## config.mk

```make
export PLATFORM = sky130hd
export DESIGN_NAME = vxe_txnreqd_buf
export DESIGN_NICKNAME = d
export VERILOG_FILES = /design/src/rtl/vxe_txn_defs_pkg.sv /design/src/rtl/vxe_txnreqd_buf_fifo_ram.sv /design/src/rtl/vxe_txnreqd_buf.sv
export SDC_FILE = /design/constraint.sdc
export NUM_CORES = 1
export LEC_CHECK = 0
export BUFFER_PORTS_ARGS = -buffer_cell sky130_fd_sc_hd__buf_2
export CORE_ASPECT_RATIO = 1.1
export CORE_MARGIN = 5
export CORE_UTILIZATION = 55
export DETAILED_ROUTE_END_ITERATION = 10
export PLACE_DENSITY = 0.78
export REMOVE_ABC_BUFFERS = 1
export SLEW_MARGIN = 25
export SYNTH_ARGS = -nofsm -noshare
export SYNTH_HDL_FRONTEND = slang
export SYNTH_SLANG_ARGS = --single-unit
```

## constraint.sdc

```tcl
create_clock -name clk -period 4.03 [get_ports clk]
set_input_delay 0.806 -clock clk [delete_from_list [all_inputs] [get_ports clk]]
set_output_delay 0.806 -clock clk [all_outputs]
set_load 0.01 [all_outputs]
```

## src/rtl/vxe_txn_defs_pkg.sv

```systemverilog
// Coded request-data layout shared between the request data coder and this buffer.
// A coded vector is {ben[7:0], data[63:0]}.
package vxe_txn_defs;

    localparam int VXE_TXNREQD_WIDTH    = 72;
    localparam int VXE_TXNREQD_DATA_LSB = 0;
    localparam int VXE_TXNREQD_DATA_MSB = 63;
    localparam int VXE_TXNREQD_BEN_LSB  = 64;
    localparam int VXE_TXNREQD_BEN_MSB  = 71;

    typedef logic [VXE_TXNREQD_WIDTH-1:0] txnreqd_vec_t;

    function automatic logic [63:0] txnreqd_data(input txnreqd_vec_t vec);
        return vec[VXE_TXNREQD_DATA_MSB:VXE_TXNREQD_DATA_LSB];
    endfunction

    function automatic logic [7:0] txnreqd_ben(input txnreqd_vec_t vec);
        return vec[VXE_TXNREQD_BEN_MSB:VXE_TXNREQD_BEN_LSB];
    endfunction

endpackage

```

## src/rtl/vxe_txnreqd_buf_fifo_ram.sv

```systemverilog
// Storage array for the request-data buffer: synchronous write, asynchronous read.
// Storage is deliberately not reset; occupancy tracking keeps stale words invisible.
module vxe_txnreqd_fifo_ram
    import vxe_txn_defs::*;
#(
    parameter int DEPTH_POW2 = 2
) (
    input  logic                  clk,
    input  logic                  wr_en,
    input  logic [DEPTH_POW2-1:0] wr_addr,
    input  txnreqd_vec_t          wr_data,
    input  logic [DEPTH_POW2-1:0] rd_addr,
    output txnreqd_vec_t          rd_data
);

    localparam int DEPTH = 1 << DEPTH_POW2;

    txnreqd_vec_t mem [DEPTH];

    always_ff @(posedge clk) begin
        if (wr_en) begin
            mem[wr_addr] <= wr_data;
        end
    end

    assign rd_data = mem[rd_addr];

endmodule

```

## src/rtl/vxe_txnreqd_buf.sv

```systemverilog
// First-word-fall-through buffer between the request data coder and the memory
// master write-data path; splits the coded vector back into data and byte enables.
module vxe_txnreqd_buf
    import vxe_txn_defs::*;
#(
    parameter int DEPTH_POW2 = 2
) (
    input  logic                         clk,
    input  logic                         rst,
    input  logic [VXE_TXNREQD_WIDTH-1:0] i_req_vec_dat,
    input  logic                         i_vld,
    output logic                         o_rdy,
    output logic [63:0]                  o_data,
    output logic [7:0]                   o_ben,
    output logic                         o_vld,
    input  logic                         i_rdy,
    output logic [DEPTH_POW2:0]          o_count,
    output logic                         o_full,
    output logic                         o_empty
);

    localparam int PTR_W = DEPTH_POW2;
    localparam int CNT_W = DEPTH_POW2 + 1;
    localparam int DEPTH = 1 << DEPTH_POW2;

    logic [PTR_W-1:0] wr_ptr;
    logic [PTR_W-1:0] rd_ptr;
    logic [CNT_W-1:0] count;
    logic             push;
    logic             pop;
    txnreqd_vec_t     head_vec;

    // Handshake: a word moves on a rising edge when valid && ready on that side.
    // o_rdy and o_vld come from registered occupancy (and rst) only, never from
    // i_vld or i_rdy, so a full buffer cannot accept in the cycle it is popped.
    assign o_full  = (count == CNT_W'(DEPTH));
    assign o_empty = (count == '0);
    assign o_rdy   = !o_full && !rst;
    assign o_vld   = !o_empty;
    assign o_count = count;

    assign push = i_vld && o_rdy;
    assign pop  = o_vld && i_rdy;

    always_ff @(posedge clk) begin
        if (rst) begin
            wr_ptr <= '0;
            rd_ptr <= '0;
            count  <= '0;
        end else begin
            if (push) begin
                wr_ptr <= wr_ptr + PTR_W'(1);
            end
            if (pop) begin
                rd_ptr <= rd_ptr + PTR_W'(1);
            end
            case ({push, pop})
                2'b10:   count <= count + CNT_W'(1);
                2'b01:   count <= count - CNT_W'(1);
                default: count <= count;
            endcase
        end
    end

    vxe_txnreqd_fifo_ram #(
        .DEPTH_POW2(DEPTH_POW2)
    ) u_ram (
        .clk    (clk),
        .wr_en  (push),
        .wr_addr(wr_ptr),
        .wr_data(i_req_vec_dat),
        .rd_addr(rd_ptr),
        .rd_data(head_vec)
    );

    assign o_data = txnreqd_data(head_vec);
    assign o_ben  = txnreqd_ben(head_vec);

endmodule
```

==> results.toml <==
[critical_path]
r2r_setup_slack_ps = 1750
r2r-start = "o_count[2]"
r2r_end = "o_count[2]"
r2r_cells = 9
cp_data_arrival_time_ps = 2380
required_ps = 3220
crit_type = "register to output port"
crit_path_max_fanout = 32
start_kind = "register"
endpoint_kind = "output port"

[sta]
worst_hold_slack_ps = 485
fmax_ghz = 0.314
clock_skew_ps = 11.0
setup_viol = 0
finalHoldViolCount = 0
slew_headroom = 0.584
tightest_slew_ps = 624
slew_viol_final = 0
period_share = 0.790
fin_crit_ps = 3180
rsz0062_at_grt = "no"
fin_ws_ps = 847

[synthesis]
synth_area_um2 = 10900
synth_area_leader_cell = "edfxtp_1"
yosysWarnings = 0
synth_top_area_share = 0.794
synth.area.top_cells = "edfxtp_1 (79%), mux4_2 (15%), dfxtp_1 (1.7%)"
ys_types = 24
ys_ff_latch = 297
seq_area_frac_synth = 0.810
syn_inst = 429
syn_area_per_cell_um2 = 25.4

[min_path]
hold_class = "primary input to register"
min_from = "i_req_vec_dat[22]"
whs_path_depth = 1
hold-path-endpoint = "u_ram.mem[0][22]"

[routing]
wire_per_inst_um = 22.2
drc = 0
drt-pass1-iter-count = 4
num_vias = 4875
ant_nets = 0
drt_iter0_markers = 221
drt-vias-per-instance = 5.55
drt_wl_total_mm = 19.5

[clock_tree]
clock_sinks = 297
clk-insertion-delay-late_ps = 530
clk_pin_slew_ps = 60
root_buffer = "clkbuf_16"
h-tree-depth = 1
postCtsHoldBufs = 0
cts_tree = "built"
postCtsSetupRepairBufs = 0
cts_resized = 0
clk_path_buf_depth = 3
cts_made_buffers = 29

[cells_and_area]
diodes = 0
layout.area.seq_um2 = 8840
layout.cells.non_filler = 879
final_common_cell = "edfxtp_1"
stdcell_area_um2 = 13000
utilization = 0.660
layout_common_cells = "edfxtp_1 (288), buf_2 (154), mux4_2 (72)"
drive_above_1_share = 0.458
multi_input_area_um2 = 1910
fill_cells = 1259
area_growth_pct = 19.1
layout.nets = 686

[placement]
portBuffers = 154
dp.final_hpwl_mm = 11.8
dp_slack_ps = 1270
place_congestion = 0.730
post_dp_cell_area_um2 = 12000
dpl.cell_count = 824

[power]
leakage_nw = 4.35
ir_drop_mv = 0.380
p_per_area_nw_per_um2 = 615

[floorplanning]
die_w_um = 144
ios = 155
fp.coreArea_um2 = 19700
die-height_um = 158
fp.dieArea_um2 = 22700
std_cell_rows = 54
start_util = 0.554

[outcome]
status = "complete, no violations"

[grt]
grt_pass1_wl_mm = 29.6
gr-total-overflow = 0
antenna_found_initial = 2
grt_usage = 0.171
grt_pass1_vias = 5402
grt_max_degree = 73

[run]
max_cap_violations = 0
## per-stage QoR
stage / setup TNS (ps) / total power (W)
finish: 0 / 0.00798
global route: 0 / 0.00835
CTS: 0 / 0.00810
detailed placement: 0 / 0.00537
global placement: 0 / 0.00531
floorplan: -36740 / 0.00480
## routing by layer
layer / part of all wire / vias up / global-route usage
met5: 0.0014 / - / 0
met4: 0.011 / 4 / 0.0378
met3: 0.076 / 23 / 0.0441
met2: 0.52 / 164 / 0.298
met1: 0.39 / 2512 / 0.221
li1: - / 2172 / -
## power by group
group	leakage [nW]	switching [W]	internal (W)
clock	0.471	0.00107	0.00165
sequential	2.69	0.000153	0.00360
combinational	1.19	0.000730	0.000783
## worst max-delay path by stage
stage,start,endpoint,cells past startpoint
after global placement,rst,u_ram.mem[2][27],4
final,register,o_data[10],3
after detailed placement,rst,u_ram.mem[2][49],4
after global routing,register,o_data[43],3
after floorplan,register,o_ben[0],1
after CTS,register,o_data[43],3
## cell families (layout without fill, tap and decap cells)
family                   after synthesis  after routing  synth area share
flip-flops                           297            297             0.810
multiplexers                          74             74             0.151
buffers and inverters                 25            223            0.0149
AND/OR/NAND/NOR                       18             18            0.0107
adder cells (fa/ha/maj)                6              6           0.00758
AO/OA/AOI/OAI                          6              6           0.00299
XOR/XNOR                               3              3           0.00241
## critical path, stage by stage (launching register included)
cell	delay, ps
dfxtp_4	750
buf_12	350
mux4_2	560
buf_2	160
## cells in the mapped netlist
| library cell | n |
|---|---|
| inv_1 | 7 |
| nor2_1 | 7 |
| mux2_4 | 1 |
| dfxtp_1 | 9 |
| nor3b_4 | 1 |
| ha_1 | 5 |
| o21ai_0 | 2 |
| xor2_1 | 3 |
| mux2i_1 | 1 |
| nand2_1 | 1 |
| buf_6 | 8 |
| o31ai_1 | 1 |
| buf_2 | 7 |
| a21oi_1 | 3 |
| fa_1 | 1 |
| and2_1 | 4 |
| or3_1 | 2 |
| nor3b_2 | 1 |
| nand2b_1 | 1 |
| clkbuf_1 | 2 |
| inv_2 | 1 |
| or3_4 | 1 |
| mux4_2 | 72 |
| edfxtp_1 | 288 |
## layout make-up
type	instances	area share
Clock buffer	37	0.0582
Clock inverter	17	0.0172
Inverter	8	0.00231
Multi-Input combinational cell	107	0.147
Sequential cell	297	0.681
Tap cell	252	0.0243
Timing Repair Buffer	161	0.0698
## sequential cells by signal, summed over array words and instances, names as in the netlist, named ones only
register and count:
u_ram.mem 288, o_count 3, rd_ptr 2, wr_ptr 2
Power figures use the tool's default switching activity.
